==> src/rtl/duck_pkg.sv <==
// Shared duck-hunt types and screen geometry. The game logic and the draw
// stage use the same sprite/screen constants.
package duck_pkg;

  typedef enum logic [2:0] {
    IDLE    = 3'd0,
    FLYING  = 3'd1,
    FALLING = 3'd2,
    ESCAPE  = 3'd3,
    RESPAWN = 3'd4
  } duck_state_e;

  localparam int DUCK_W   = 96;
  localparam int DUCK_H   = 60;
  localparam int SCREEN_W = 1024;
  localparam int GROUND_Y = 600;

  // Top-left limits that keep the whole sprite on screen, above the grass.
  localparam int X_MAX = SCREEN_W - DUCK_W;
  localparam int Y_MAX = GROUND_Y - DUCK_H;

  // 16-bit Fibonacci LFSR, taps 16,14,13,11.
  function automatic logic [15:0] lfsr_step(input logic [15:0] s);
    return {s[14:0], s[15] ^ s[13] ^ s[12] ^ s[10]};
  endfunction

endpackage

==> src/rtl/duck_motion_tick_gen.sv <==
// Movement tick divider: one-cycle tick every TICK_DIV enabled clocks.
module move_tick_gen #(
  parameter int TICK_DIV = 650_000
) (
  input  logic clk,
  input  logic rst,
  input  logic enable,
  input  logic clear,
  output logic tick
);

  localparam int CW = (TICK_DIV > 1) ? $clog2(TICK_DIV) : 1;
  localparam logic [CW-1:0] C_LAST = CW'(TICK_DIV - 1);

  logic [CW-1:0] r_cnt;

  // Count 0..TICK_DIV-1 while enabled; clear restarts the phase.
  always_ff @(posedge clk) begin
    if (rst || clear)  r_cnt <= '0;
    else if (enable)   r_cnt <= (r_cnt == C_LAST) ? '0 : r_cnt + 1'b1;
  end

  assign tick = enable && (r_cnt == C_LAST);

endmodule

==> src/rtl/duck_motion_ctl.sv <==
// Duck motion controller: flies with wall bounce, falls when shot, escapes
// upward after a timeout, then respawns at a pseudo-random x.
module duck_motion_ctl
  import duck_pkg::*;
#(
  parameter int          TICK_DIV   = 650_000,
  parameter int          SPEED      = 4,
  parameter int          FALL_SPEED = 8,
  parameter int          FLY_TICKS  = 500,
  parameter logic [15:0] LFSR_SEED  = 16'hACE1
) (
  input  logic        clk,
  input  logic        rst,
  input  logic        hunt_start,
  input  logic        duck_hit,
  output logic [11:0] duck_xpos,
  output logic [11:0] duck_ypos,
  output logic        duck_dir_left,
  output logic        duck_falling,
  output logic        duck_visible,
  output logic        duck_escaped
);

  localparam logic [11:0] C_XMAX = 12'(X_MAX);
  localparam logic [11:0] C_YMAX = 12'(Y_MAX);
  localparam logic [11:0] C_GND  = 12'(GROUND_Y);
  localparam logic [11:0] C_SPD  = 12'(SPEED);
  localparam logic [11:0] C_FSPD = 12'(FALL_SPEED);
  localparam int          FCW    = (FLY_TICKS > 0) ? $clog2(FLY_TICKS + 1) : 1;
  localparam logic [FCW-1:0] C_FLY_LAST = FCW'(FLY_TICKS);

  duck_state_e    r_state, w_next;
  logic [11:0]    r_x, r_y, w_x, w_y, w_spawn_x;
  logic           r_left, w_left, r_down, w_down;
  logic           r_fall, r_vis, r_esc, w_esc;
  logic [FCW-1:0] r_fc, w_fc;
  logic [15:0]    r_lfsr;
  logic           w_tick, w_tick_en, w_tick_clr;
  logic           w_fall_done, w_esc_done, w_fly_done;

  // Tick runs whenever the duck is active; its phase restarts at launch.
  assign w_tick_en  = (r_state != IDLE);
  assign w_tick_clr = (r_state == IDLE) && hunt_start;

  move_tick_gen #(.TICK_DIV(TICK_DIV)) u_tick (
    .clk    (clk),
    .rst    (rst),
    .enable (w_tick_en),
    .clear  (w_tick_clr),
    .tick   (w_tick)
  );

  assign w_fall_done = (r_y + C_FSPD) >= C_GND;
  assign w_esc_done  = (r_y <= C_SPD);
  assign w_fly_done  = (r_fc == C_FLY_LAST);
  // lfsr[9:0] spans 0..1023; fold the off-screen band back by 512.
  assign w_spawn_x   = ({2'b00, r_lfsr[9:0]} > C_XMAX) ? {2'b00, r_lfsr[9:0]} - 12'd512
                                                       : {2'b00, r_lfsr[9:0]};

  // State register.
  always_ff @(posedge clk) begin
    if (rst) r_state <= IDLE;
    else     r_state <= w_next;
  end

  // Next-state logic; a hit outranks the escape timeout.
  always_comb begin
    w_next = r_state;
    case (r_state)
      IDLE:    if (hunt_start) w_next = FLYING;
      FLYING:  if (duck_hit) w_next = FALLING;
               else if (w_fly_done) w_next = ESCAPE;
      FALLING: if (w_tick && w_fall_done) w_next = RESPAWN;
      ESCAPE:  if (w_tick && w_esc_done) w_next = RESPAWN;
      RESPAWN: w_next = IDLE;
      default: w_next = IDLE;
    endcase
  end

  // Datapath next values; bounces clamp on the same tick so nothing wraps.
  always_comb begin
    w_x    = r_x;
    w_y    = r_y;
    w_left = r_left;
    w_down = r_down;
    w_fc   = r_fc;
    w_esc  = 1'b0;
    case (r_state)
      FLYING: begin
        if (duck_hit) begin
          w_fc = '0;
        end else if (w_fly_done) begin
          w_down = 1'b0;
        end else if (w_tick && hunt_start) begin
          if (r_left) begin
            if (r_x <= C_SPD) begin w_x = '0; w_left = 1'b0; end
            else w_x = r_x - C_SPD;
          end else begin
            if ((r_x + C_SPD) >= C_XMAX) begin w_x = C_XMAX; w_left = 1'b1; end
            else w_x = r_x + C_SPD;
          end
          if (r_down) begin
            if ((r_y + C_SPD) >= C_YMAX) begin w_y = C_YMAX; w_down = 1'b0; end
            else w_y = r_y + C_SPD;
          end else begin
            if (r_y <= C_SPD) begin w_y = '0; w_down = 1'b1; end
            else w_y = r_y - C_SPD;
          end
          w_fc = r_fc + 1'b1;
        end
      end
      FALLING: if (w_tick && !w_fall_done) w_y = r_y + C_FSPD;
      ESCAPE: begin
        w_down = 1'b0;
        if (w_tick) begin
          if (w_esc_done) w_esc = 1'b1;
          else            w_y   = r_y - C_SPD;
        end
      end
      RESPAWN: begin
        w_x    = w_spawn_x;
        w_y    = C_YMAX;
        w_left = r_lfsr[10];
        w_down = 1'b0;
        w_fc   = '0;
      end
      default: ;
    endcase
  end

  // Registered position, direction and status flags.
  always_ff @(posedge clk) begin
    if (rst) begin
      r_x    <= '0;
      r_y    <= C_YMAX;
      r_left <= 1'b0;
      r_down <= 1'b0;
      r_fc   <= '0;
      r_fall <= 1'b0;
      r_vis  <= 1'b0;
      r_esc  <= 1'b0;
    end else begin
      r_x    <= w_x;
      r_y    <= w_y;
      r_left <= w_left;
      r_down <= w_down;
      r_fc   <= w_fc;
      r_fall <= (w_next == FALLING);
      r_vis  <= (w_next == FLYING) || (w_next == FALLING) || (w_next == ESCAPE);
      r_esc  <= w_esc;
    end
  end

  // Free-running LFSR for respawn x and direction.
  always_ff @(posedge clk) begin
    if (rst) r_lfsr <= LFSR_SEED;
    else     r_lfsr <= lfsr_step(r_lfsr);
  end

  assign duck_xpos     = r_x;
  assign duck_ypos     = r_y;
  assign duck_dir_left = r_left;
  assign duck_falling  = r_fall;
  assign duck_visible  = r_vis;
  assign duck_escaped  = r_esc;

endmodule

==> config.mk <==
export PLATFORM = sky130hd
export DESIGN_NAME = duck_motion_ctl
export DESIGN_NICKNAME = d
export VERILOG_FILES = /design/src/rtl/duck_pkg.sv /design/src/rtl/duck_motion_tick_gen.sv /design/src/rtl/duck_motion_ctl.sv
export SDC_FILE = /design/constraint.sdc
export NUM_CORES = 1
export LEC_CHECK = 0
export ABC_AREA = 1
export CORE_MARGIN = 5
export CORE_UTILIZATION = 55
export CTS_CLUSTER_DIAMETER = 50
export DETAILED_ROUTE_END_ITERATION = 10
export GPL_ROUTABILITY_DRIVEN = 0
export PLACE_DENSITY = 0.73
export SETUP_SLACK_MARGIN = 0.3
export SYNTH_ARGS = -nofsm -noshare
export SYNTH_HDL_FRONTEND = slang
export SYNTH_HIERARCHICAL = 1
export SYNTH_SLANG_ARGS = --single-unit
export TNS_END_PERCENT = 30
==> constraint.sdc <==
create_clock -name clk -period 2.87 [get_ports clk]
set_clock_uncertainty 0.15 [all_clocks]
set_input_delay 0.574 -clock clk [delete_from_list [all_inputs] [get_ports clk]]
set_output_delay 0.574 -clock clk [all_outputs]
set_load 0.05 [all_outputs]
After elaboration in Yosys (flattened, before gate mapping)
Cells that the tools add are included.
{"block": "totals", "reg_bits": 77, "out_inout_bits": 28, "word_cells": 112}
{"block": "op_classes", "n_addsub": 8, "n_lt_le_gt_ge": 6, "n_eq_ne": 18, "n_mux": 43, "bitwise_logic": 5, "reduce_logical": 21}
{"cell": "2-to-1 mux 12 bit", "count": 16}
{"cell": "one-hot mux 12 bit (4 select lines)", "count": 1}
{"cell": ">= comparator 12 x 10 -> 1 bit, second input constant", "count": 3}
{"cell": "2-to-1 mux 9 bit", "count": 3}
{"cell": "adder 12 x 3 -> 12 bit, second input constant", "count": 2}
{"cell": "<= comparator 12 x 3 -> 1 bit, second input constant", "count": 2}
{"cell": "one-hot mux 12 bit (2 select lines)", "count": 1}
{"cell": "subtractor 12 x 3 -> 12 bit, second input constant", "count": 2}
{"cell": "adder 20 x 1 -> 20 bit, second input constant", "count": 1}
{"cell": "equality test 20 bit, second input constant", "count": 1}
{"cell": "2-to-1 mux 20 bit", "count": 1}
{"cell": "one-hot mux 9 bit (2 select lines)", "count": 1}
{"cell": "2-to-1 mux 3 bit", "count": 5}
{"cell": "adder 12 x 4 -> 12 bit, second input constant", "count": 1}
{"cell": "equality test 3 x 2 -> 1 bit, second input constant", "count": 4}
{"cell": "2-to-1 mux 1 bit", "count": 12}
{"cell": "inequality test 2 bit, second input constant", "count": 6}
{"cell": "one-hot mux 3 bit (4 select lines)", "count": 1}
{"cell": "subtractor 10 x 10 -> 11 bit, second input constant", "count": 1}
{"cell": "greater-than comparator 10 bit, second input constant", "count": 1}
{"cell": "adder 9 x 1 -> 9 bit, second input constant", "count": 1}
{"cell": "equality test 9 bit, second input constant", "count": 1}
{"cell": "inequality test 3 bit, second input constant", "count": 3}
{"cell": "AND reduction 7 bit", "count": 1}
{"cell": "16 further kinds", "count": 30}

Logic depth before layout (Yosys ltp)
Gate-level depths: netlist (run 1).
{"block": "logic_depth", "depth_word": 8, "ltp_mapped": 18, "ltp_nobuf": 17}

Modules after synthesis
The synthesis (run 1) kept the hierarchy.
{"mod": "duck_motion_ctl", "instances": 1, "cells_each": 626, "area_each_um2": 3888.7}
{"mod": "move_tick_gen", "instances": 1, "cells_each": 182, "area_each_um2": 1126.1}

Worst setup path after synthesis (run 1)
OpenSTA, ideal clock, no wires.
{"block": "synth_path", "path_type": "register -> register", "start": "register r_y[2] (netlist: duck_ypos[2])", "end": "register r_y[6] (netlist: duck_ypos[6])", "t_arrival_ns": 2.270, "required_time_ns": 2.602, "setup_slack_ns": 0.332, "path_stages_with_launch": 15, "n_path_buf": 2, "path_cell_list": "dfxtp_1 -> clkbuf_1 -> inv_1 -> ha_1 -> nand2_1 -> nand2_1 -> nand3_1 -> nand3_1 -> nor2_1 -> nand2_1 -> nand2_2 -> buf_6 -> nand2_1 -> nor2_1 -> nor2_1"}
{"block": "synth_via", "elab_chain_len": 8}
{"item": "from (decl)", "line": "duck_motion_ctl.sv:33", "rtl": "logic [11:0] r_x, r_y, w_x, w_y, w_spawn_x;"}
{"item": "from (signal assigned)", "line": "duck_motion_ctl.sv:144", "rtl": "r_y <= w_y;"}
{"item": "adder 12 x 3 -> 12 bit", "line": "duck_motion_ctl.sv:103, duck_motion_ctl.sv:104"}
{"item": ">= comparator 12 x 10 -> 1 bit", "line": "duck_motion_ctl.sv:103", "rtl": "if ((r_y + C_SPD) >= C_YMAX) begin w_y = C_YMAX; w_down = 1'b0; end"}
{"item": "2-to-1 mux 12 bit", "line": "duck_motion_ctl.sv:103"}
{"item": "2-to-1 mux 12 bit", "line": "duck_motion_ctl.sv:102", "rtl": "if (r_down) begin"}
{"item": "2-to-1 mux 12 bit", "line": "duck_motion_ctl.sv:94", "rtl": "end else if (w_tick && hunt_start) begin"}
{"item": "2-to-1 mux 12 bit", "line": "duck_motion_ctl.sv:92", "rtl": "end else if (w_fly_done) begin"}
{"item": "2-to-1 mux 12 bit", "line": "duck_motion_ctl.sv:90", "rtl": "if (duck_hit) begin"}
{"item": "one-hot mux 12 bit (4 select lines)", "line": "duck_motion_ctl.sv:88", "rtl": "case (r_state)"}
Several ways; a longest one is shown, not always the timed one. The select of a mux whose other input is x is not followed.
A chain may end at the register's enable or synchronous reset.

Final worst setup path (run 1)
{"block": "layout_path", "start": "register r_y[7] (netlist: duck_ypos[7])", "end": "output port duck_ypos[7]"}
{"item": "to (decl)", "line": "duck_motion_ctl.sv:17", "rtl": "output logic [11:0] duck_ypos,"}
No word-level cell between the ends.

==> out/metrics.yaml, run 1 <==
worst_slew_margin_rel_pct: 65.91
min_clock_period_post_route_ns: 2.517
worst_hold_path.num_cells: 2
antennaDiodeCount: 0
cts_hold_repair.buffers: 0
final_nets: 860
leakage_uw: 0.002530
drv_cap: 0
coreArea_sq_mm: 0.008806
row_count: 34
timing.setup.critical_path_class: "reg2out"
power_density_mw_per_mm2: 440.3
dominantRegCellSynth: "sky130_fd_sc_hd__dfxtp_1"
holdPathEnd: "r_lfsr[12]"
synth_top_area_share_pct: 29.94
critPathArrivalTime_ns: 1.79
critPathLaunch: "duck_ypos[7]"
worst_setup_path_end_kind: "output pin"
clock_sinks: 75
cts_buffers: 9
slew_viol_final: 0
detail_route.first_pass.iterations: 5
edff_count_synth: 0
cts-htree-levels: 3
die_h_um: 105.5
worstMarginPinSlew_ns: 0.5097
final_util_pct: 63.94
critPathRequiredTime_ns: 2.15
design.portCount: 32
total_buffers_and_inverters_traversed_by_the_critical_path: 1
die_w_um: 105.5
grt_antenna_before_repair: 0
top_signal_layer_used: "met4"
avgRoutedWirePerCell_um: 13.34
clkLatencyLatePin_ns: 0.36
regToRegSetupSlack_ns: 0.47
cts.clk_slew.worst_paths_ns: 0.08
cts_root_buf: "sky130_fd_sc_hd__clkbuf_8"
drive_gt1_share_pct: 9.102
wl_met1_um: 5992
cp-start-kind: "flop"
gr-usage-all-layers_pct: 23.20
r2r-end: "duck_ypos[11]"
fin_crit_sh_pct: 87.70
final_antenna_net_count: 0
worstReg2RegStart: "r_state[0]"
crit_chain: "clkdlybuf4s50_1"
drcViolationCount: 0
critical-path-top-delay-family: "buffers and inverters"
finalSetupViolCount: 0
seq_total_area_yosys_pct: 29.94
synth.top_cells.by_count: "sky130_fd_sc_hd__nand2_1, sky130_fd_sc_hd__inv_1, sky130_fd_sc_hd__nor2_1"
final-seq-area_sq_mm: 0.001510
path_max_fanout: 8
routed_wirelength_um: 12720
postSynthAreaPerCell_sq_um: 6.206
report.final.hold_viol_count: 0
grt_first_pass_wirelength_um: 21650
synth-seq-cells: 75
tns_ns: 0
avgViaCountPerCell: 5.377
yosysWarnings: 6
timing.critical_path.slowest_stage_cell: "sky130_fd_sc_hd__clkdlybuf4s50_1"
globalRouteOverflowTotal: 0
initial_utilization_pct: 56.95
mappedNetlistArea_sq_mm: 0.005015
die-area_sq_mm: 0.01113
rsz0062_at_grt: "yes"
buffer_ports.inserted: 29
multi_input_comb_area_sq_mm: 0.003013
min_from: "r_lfsr[11]"
layout.filler_cells: 856
via_count: 5130
dpl.hpwl_um: 9281
violation_count_after_the_first_detailed_routing_iteration: 319
crit_path_max_incr_delay_ns: 0.89
hold_class: "reg2reg"
power.ir.vdd_worst_mv: 0.2842
ff2ff_path_depth: 16
cts_tree: "done"
synth_largest_area_cell: "sky130_fd_sc_hd__dfxtp_1"
post_synth_main_area_contributors: "sky130_fd_sc_hd__dfxtp_1, sky130_fd_sc_hd__nand2_1, sky130_fd_sc_hd__inv_1"
yosys.cell_types.count: 45
dr_wl_met2_um: 5589
cts_max_path_buffers: 2
post-synth-top-count-cell: "sky130_fd_sc_hd__nand2_1"
grt_max_degree: 26
area_growth_syn_to_layout_pct: 12.28
synthesis.instances: 808
async_flop_share_pct: 0
first_global_vias: 4754
met3WireLength_um: 864
result_of_the_run: "finished, final reports clean"
max_freq_mhz: 397.3
-- cell families after synthesis --
kind of cell             share of synthesized area, %
AO/OA/AOI/OAI                                   11.65
multiplexers                                   0.1996
buffers and inverters                           10.63
adder cells (fa/ha/maj)                         3.743
flip-flops                                      29.94
other                                         0.07478
AND/OR/NAND/NOR                                 40.10
XOR/XNOR                                        3.668
-- cell type report --
cell class              count  area share, %
multi-input cells         602          53.51
flip-flops and latches     75          26.82
inverters                 112          7.467
repair buffers             41          6.800
well taps                 108          2.400
clock buffers              10          2.267
clock inverters             6         0.7333
-- flip-flops by register name, summed over array words and instances, names as in the netlist --
signal and flops:
duck_escaped 1, r_fc 9, r_state 3, duck_xpos 12
u_tick/r_cnt 20, duck_dir_left 1, duck_ypos 10, duck_visible 1
duck_falling 1, r_down 1, r_lfsr 16
-- per-layer routing --
metal,vias to the layer above,GRT usage [%]
li1,2635,-
met1,2283,31.99
met2,184,36.29
met3,28,3.545
met4,0,9.372
met5,-,0
-- power by group --
group | internal (uW) | switching (uW)
combinational | 194 | 402
clock | 314 | 419
sequential | 1090 | 63.4
-- per-stage QoR --
step	cell area [sq um]	hold slack, ns	instances	total power [uW]	setup slack [ns]
after floorplan	5019	0.2383	809	1592	0.3324
after global placement	5376	0.2395	931	1723	0.3848
after detailed placement	5376	0.2496	931	1733	0.3395
after CTS	5550	0.2608	947	2460	0.3135
after global routing	5630	0.2804	954	2610	0.2224
final	5630	0.2560	954	2479	0.3530
-- worst max-delay path by stage --
| stage | depth (start not counted) | endpoint |
|---|---|---|
| after detailed placement | 16 | duck_ypos[7] |
| after global routing | 16 | duck_ypos[6] |
| after global placement | 11 | duck_ypos[9] |
| after floorplan | 14 | duck_ypos[6] |
| final | 1 | duck_ypos[7] |
| after CTS | 1 | duck_ypos[5] |
-- what timing repair did --
item	in CTS	in global routing
gates cloned	0	1
endpoints found under the setup margin	2	23
pin swaps	0	2
buffers inserted	0	6
resized for setup	1	14
-- placed cells by master (no fill, tap or decap), drive strengths merged, types with 3 or more instances in the layout --
| cell type | n |
|---|---|
| dfxtp | 75 |
| clkdlybuf4s50 | 28 |
| nand4 | 20 |
| clkinvlp | 3 |
| nor2 | 108 |
| ha | 15 |
| inv | 113 |
| clkbuf | 10 |
| o21bai | 4 |
| o21ai | 38 |
| o211ai | 4 |
| or2 | 3 |
| nand2 | 243 |
| o22ai | 3 |
| a31oi | 5 |
| xor2 | 17 |
| nor3b | 5 |
| buf | 12 |
| xnor2 | 4 |
| nand3 | 60 |
| nor3 | 17 |
| a21oi | 43 |
No activity file was read; power rests on OpenSTA's default activity.
==> run 2: changes to the inputs <==
- CTS_BUF_LIST: default -> sky130_fd_sc_hd__clkbuf_2
==> run 2 against run 1 <==
Compared with the run above: critical path depth is the same; core utilization shrank 0.55 points; via count is essentially flat; setup slack lost 0.12 ns; largest cell class unchanged; first-iteration DRC count shrank 10%.
==> out/metrics.yaml, run 2 (synthesis results as in run 1) <==
total_buffers_and_inverters_traversed_by_the_critical_path: 1  # unchanged
grt_antenna_before_repair: 0  # unchanged
die-area_sq_mm: 0.01113  # unchanged
power_density_mw_per_mm2: 405.5  # -7.9%
critPathLaunch: "duck_xpos[5]"
final_nets: 861  # +0.12%
report.final.hold_viol_count: 0  # unchanged
power.ir.vdd_worst_mv: 0.2749  # -3.3%
clock_sinks: 75  # unchanged
cts_max_path_buffers: 2  # unchanged
design.portCount: 32  # unchanged
cts_buffers: 9  # unchanged
first_global_vias: 4747  # -0.15%
result_of_the_run: "finished, final reports clean"
avgViaCountPerCell: 5.361  # -0.31%
critPathArrivalTime_ns: 1.91  # +0.12 ns
rsz0062_at_grt: "yes"
crit_chain: "clkdlybuf4s50_1"
gr-usage-all-layers_pct: 23.13  # -0.064 points
worst_setup_path_end_kind: "output pin"
top_register: "u_tick/r_cnt"
die_w_um: 105.5  # unchanged
finalSetupViolCount: 0  # unchanged
largest_register_ff_count: 20  # unchanged
initial_utilization_pct: 56.95  # unchanged
coreArea_sq_mm: 0.008806  # unchanged
drive_gt1_share_pct: 10.15  # +1.1 points
cts_tree: "done"
final_antenna_net_count: 0  # unchanged
drv_cap: 0  # unchanged
die_h_um: 105.5  # unchanged
max_freq_mhz: 379.8  # -4.4%
dpl.hpwl_um: 9281  # unchanged
globalRouteOverflowTotal: 0  # unchanged
timing.setup.critical_path_class: "reg2out"
dpl_cell_area_sq_mm: 0.005376  # unchanged
buffer_ports.inserted: 29  # unchanged
drcViolationCount: 0  # unchanged
worst_slew_margin_rel_pct: 65.93  # about the same
cts-htree-levels: 3  # unchanged
critPathRequiredTime_ns: 2.15  # about the same
ff2ff_path_depth: 15  # -1
worstReg2RegStart: "u_tick/r_cnt[0]"
cp-start-kind: "flop"
clkLatencyLatePin_ns: 0.55  # +0.19 ns
layout.cells.most_common: "sky130_fd_sc_hd__nand2_1"
via_count: 5125  # -0.097%
hold_class: "reg2reg"
cts_root_buf: "sky130_fd_sc_hd__clkbuf_2"
avgRoutedWirePerCell_um: 13.38  # +0.28%
most-common-layout-cells: "sky130_fd_sc_hd__nand2_1, sky130_fd_sc_hd__inv_1, sky130_fd_sc_hd__nor2_1"
cts.clk_slew.worst_paths_ns: 0.21  # +0.13 ns
r2r-end: "duck_ypos[11]"
tns_ns: 0  # unchanged
violation_count_after_the_first_detailed_routing_iteration: 287  # -10%
critical-path-top-delay-family: "buffers and inverters"
regToRegSetupSlack_ns: 0.41  # -0.06 ns
fin_crit_sh_pct: 91.73  # +4.0 points
row_count: 34  # unchanged
layout.cell_area.non_filler_sq_mm: 0.005582  # -0.87%
worstMarginPinSlew_ns: 0.5095  # -0.0001752 ns
crit_path_max_incr_delay_ns: 0.86  # -0.03 ns
slew_viol_final: 0  # unchanged
area_growth_syn_to_layout_pct: 11.30
grt_first_pass_wirelength_um: 21640  # about the same
routed_wirelength_um: 12790  # +0.50%
worst_setup_endpoint: "duck_xpos[5]"
min_clock_period_post_route_ns: 2.633  # +0.1157 ns
detail_route.first_pass.iterations: 5  # unchanged
path_max_fanout: 8  # unchanged
leakage_uw: 0.002517  # -0.48%
crit_cells: 1  # unchanged
timing.critical_path.slowest_stage_cell: "sky130_fd_sc_hd__clkdlybuf4s50_1"
grt_max_degree: 26  # unchanged
==> run 2: cell count changes in the layout (fill, tap and decap cells not counted), sizes merged <==
cell,change
inv,-1
clkinvlp,+1
buf,+1
dlygate4sd2,+7
diode,+1
clkdlybuf4s50,-7
==> run 2: where the power goes <==
group	internal, uW	total [uW]	switching (uW)
registers	1090	1150	61.7
logic	189	596	407
clock network	116	516	400
total	1390	2260	869
==> run 2: stage by stage <==
step	setup WS, ns	power, uW	utilization [%]	hold slack, ns	std cells
after CTS	0.1504	2237	61.99	0.2731	947
after floorplan	0.3324	1592	-	0.2383	809
after detailed placement	0.3395	1733	61.05	0.2496	931
after global routing	0.1111	2397	63.36	0.2936	955
final	0.2373	2263	63.38	0.2700	956
after global placement	0.3848	1723	61.05	0.2395	931
==> run 2: what timing repair did <==
item                       CTS  global route
pin swaps                    0             2
setup buffers                0             7
gates cloned                 0             1
setup endpoints to repair   26            38
hold buffers                 0             0
gates resized for setup      7            25
==> run 2: how the worst min path moves through the flow <==
stage	cells past startpoint	from	endpoint	slack (ns)
after global routing	2	r_lfsr[11]	r_lfsr[12]	0.29
after detailed placement	2	r_lfsr[11]	r_lfsr[12]	0.25
after floorplan	2	r_lfsr[11]	r_lfsr[12]	0.24
final	2	r_lfsr[11]	r_lfsr[12]	0.27
after CTS	2	r_lfsr[11]	r_lfsr[12]	0.27
after global placement	2	r_lfsr[11]	r_lfsr[12]	0.24
==> run 2: layout make-up <==
class                   count  area (sq um)
fillers                   865          3224
multi-input cells         602          3027
flip-flops and latches     75          1520
inverters                 112         424.2
repair buffers             42         381.6
well taps                 108         135.1
clock buffers              10         50.05
clock inverters             6         41.29
diodes                      1         2.502
==> run 2: metal layers <==
layer  up-vias  routed length [um]  GRT usage, %
met5         -                   0             0
met4         0                 270         8.247
met3        30                 875         4.095
met2       192                5621         36.34
met1      2267                6020         31.88
li1       2636                   -             -
==> run 3: changes to the inputs <==
- CAP_MARGIN: default -> 0
- CORE_ASPECT_RATIO: default -> 0.6
==> run 3 against run 2 <==
Compared with the run above: sequential power hardly changed; critical path depth unchanged; critical path type unchanged; sequential share of layout area down 0.30 points; clock-buffer cell count is 1 lower; setup slack got worse by 0.053 ns; core utilization shrank 0.82 points; register-to-register slack gained 0.03 ns; flip-flop and latch count unchanged; global-route usage increased by 0.39 points; combinational power barely moved; power rose by 3.7%; via count rose by 1.5%.
==> out/metrics.yaml, run 3 (synthesis results as in run 1) <==
drv_cap: 0  # unchanged
finalSetupViolCount: 0  # unchanged
power.ir.vdd_worst_mv: 0.2505  # -8.9%
worst_slew_margin_rel_pct: 64.58  # -1.3 points
drcViolationCount: 0  # unchanged
gr-usage-all-layers_pct: 23.53  # +0.39 points
crit_path_max_incr_delay_ns: 0.88  # +0.02 ns
grt_max_degree: 23  # -12%
cts_tree: "done"
row_count: 27  # -21%
buffer_ports.inserted: 29  # unchanged
slew_viol_final: 0  # unchanged
die-area_sq_mm: 0.01119  # +0.57%
min_clock_period_post_route_ns: 2.686  # +0.05299 ns
cts-htree-levels: 3  # unchanged
avgViaCountPerCell: 5.368  # +0.14%
critPathRequiredTime_ns: 2.15  # about the same
path_max_fanout: 7  # -1
result_of_the_run: "finished, final reports clean"
cts_buffers: 9  # unchanged
critical-path-top-delay-family: "buffers and inverters"
report.final.hold_viol_count: 0  # unchanged
critPathLaunch: "duck_ypos[6]"
regToRegSetupSlack_ns: 0.44  # +0.03 ns
most-common-layout-cells: "sky130_fd_sc_hd__nand2_1, sky130_fd_sc_hd__inv_1, sky130_fd_sc_hd__nor2_1"
total_buffers_and_inverters_traversed_by_the_critical_path: 1  # unchanged
first_global_vias: 4568  # -3.8%
initial_utilization_pct: 55.60  # -1.4 points
die_w_um: 133.3  # +26%
final_antenna_net_count: 0  # unchanged
cp-start-kind: "flop"
design.portCount: 32  # unchanged
violation_count_after_the_first_detailed_routing_iteration: 549  # +91%
final_nets: 864  # +0.35%
max_freq_mhz: 372.3  # -2.0%
min_from: "r_lfsr[11]"
layout.cells.most_common: "sky130_fd_sc_hd__nand2_1"
timing.setup.critical_path_class: "reg2out"
cts_max_path_buffers: 2  # unchanged
cell_total_after_placement: 942  # +1.2%
leakage_uw: 0.002598  # +3.2%
clock_sinks: 75  # unchanged
cts_root_buf: "sky130_fd_sc_hd__clkbuf_2"
dpl.hpwl_um: 9791  # +5.5%
die_h_um: 83.97  # -20%
power_density_mw_per_mm2: 415.9  # +2.6%
layout.cells.non_filler: 969  # +1.4%
timing.critical_path.slowest_stage_cell: "sky130_fd_sc_hd__clkdlybuf4s50_1"
globalRouteOverflowTotal: 0  # unchanged
top_register: "u_tick/r_cnt"
worstMarginPinSlew_ns: 0.5297  # +0.02018 ns
hold_class: "reg2reg"
fin_crit_sh_pct: 93.58  # +1.8 points
via_count: 5202  # +1.5%
critPathArrivalTime_ns: 1.96  # +0.05 ns
detail_route.first_pass.iterations: 5  # unchanged
tns_ns: 0  # unchanged
crit_chain: "clkdlybuf4s50_1"
cts.clk_slew.worst_paths_ns: 0.22  # about the same
area_growth_syn_to_layout_pct: 12.52
cts_hold_repair.buffers: 0  # unchanged
rsz0062_at_grt: "yes"
routed_wirelength_um: 12970  # +1.4%
drive_gt1_share_pct: 10.01  # -0.14 points
largest_register_ff_count: 20  # unchanged
grt_antenna_before_repair: 1  # +1
hold_slack_ns: 0.2782  # +0.008214 ns
avgRoutedWirePerCell_um: 13.38  # about the same
coreArea_sq_mm: 0.009020  # +2.4%
layout.filler_cells: 865  # unchanged
grt_first_pass_wirelength_um: 21920  # +1.3%
worstReg2RegStart: "duck_xpos[2]"
clkLatencyLatePin_ns: 0.54  # about the same
worst_setup_path_end_kind: "output pin"
## run 3: cell types whose count changed in the layout (fill, tap and decap cells not counted), sizes merged, moves of 2 or more
| cell | change |
|---|---|
| dlymetal6s2s | +3 |
| clkinvlp | -3 |
| clkdlybuf4s50 | -2 |
| buf | +3 |
| diode | +3 |
## run 3: timing repair
action                     in CTS  in global routing
pin swaps                       0                  2
gates cloned                    0                  1
resized for setup               6                 25
buffers inserted                0                  7
setup endpoints to repair      20                 42
## run 3: per-stage QoR
| step | worst slack, ns | util [%] | power, uW | instance area (sq um) |
|---|---|---|---|---|
| after CTS | 0.1177 | 61.10 | 2333 | 5512 |
| final | 0.1843 | 62.56 | 2347 | 5643 |
| after global routing | 0.08340 | 62.56 | 2493 | 5643 |
| after detailed placement | 0.3153 | 59.97 | 1736 | 5409 |
| after global placement | 0.3670 | 59.97 | 1731 | 5409 |
| after floorplan | 0.3324 | - | 1592 | 5019 |
## run 3: cell type report
cell class	count	area, sq um	area share, %
Clock buffer	9	45.04	0.7982
Clock inverter	6	65.06	1.153
Inverter	112	420.4	7.450
Multi-Input combinational cell	602	3024	53.59
Tap cell	116	145.1	2.572
Timing Repair Buffer	45	412.9	7.317
Antenna cell	4	10.01	0.1774
Sequential cell	75	1520	26.94
## run 3: final timing paths
kind,to,cells after the start
min,r_lfsr[12],2
min reg2reg,r_lfsr[12],2
max,duck_ypos[6],1
max reg2reg,duck_xpos[1],10
## run 3: metal layers
layer	up-vias	routed length (um)	part of all wire, %	global-route usage, %
met5	-	0	0	0
met2	217	5260	41	34.71
li1	2648	-	-	-
met1	2321	6470	50	34.88
met4	0	119	0.92	3.735
met3	16	1116	8.6	6.024
## run 3: where the power goes
| group | total (uW) | leakage [uW] | switching, uW | internal (uW) |
|---|---|---|---|---|
| logic | 597 | 0.00192 | 406 | 191 |
| clock network | 597 | 0.0000682 | 399 | 198 |
| registers | 1150 | 0.000614 | 62.6 | 1090 |
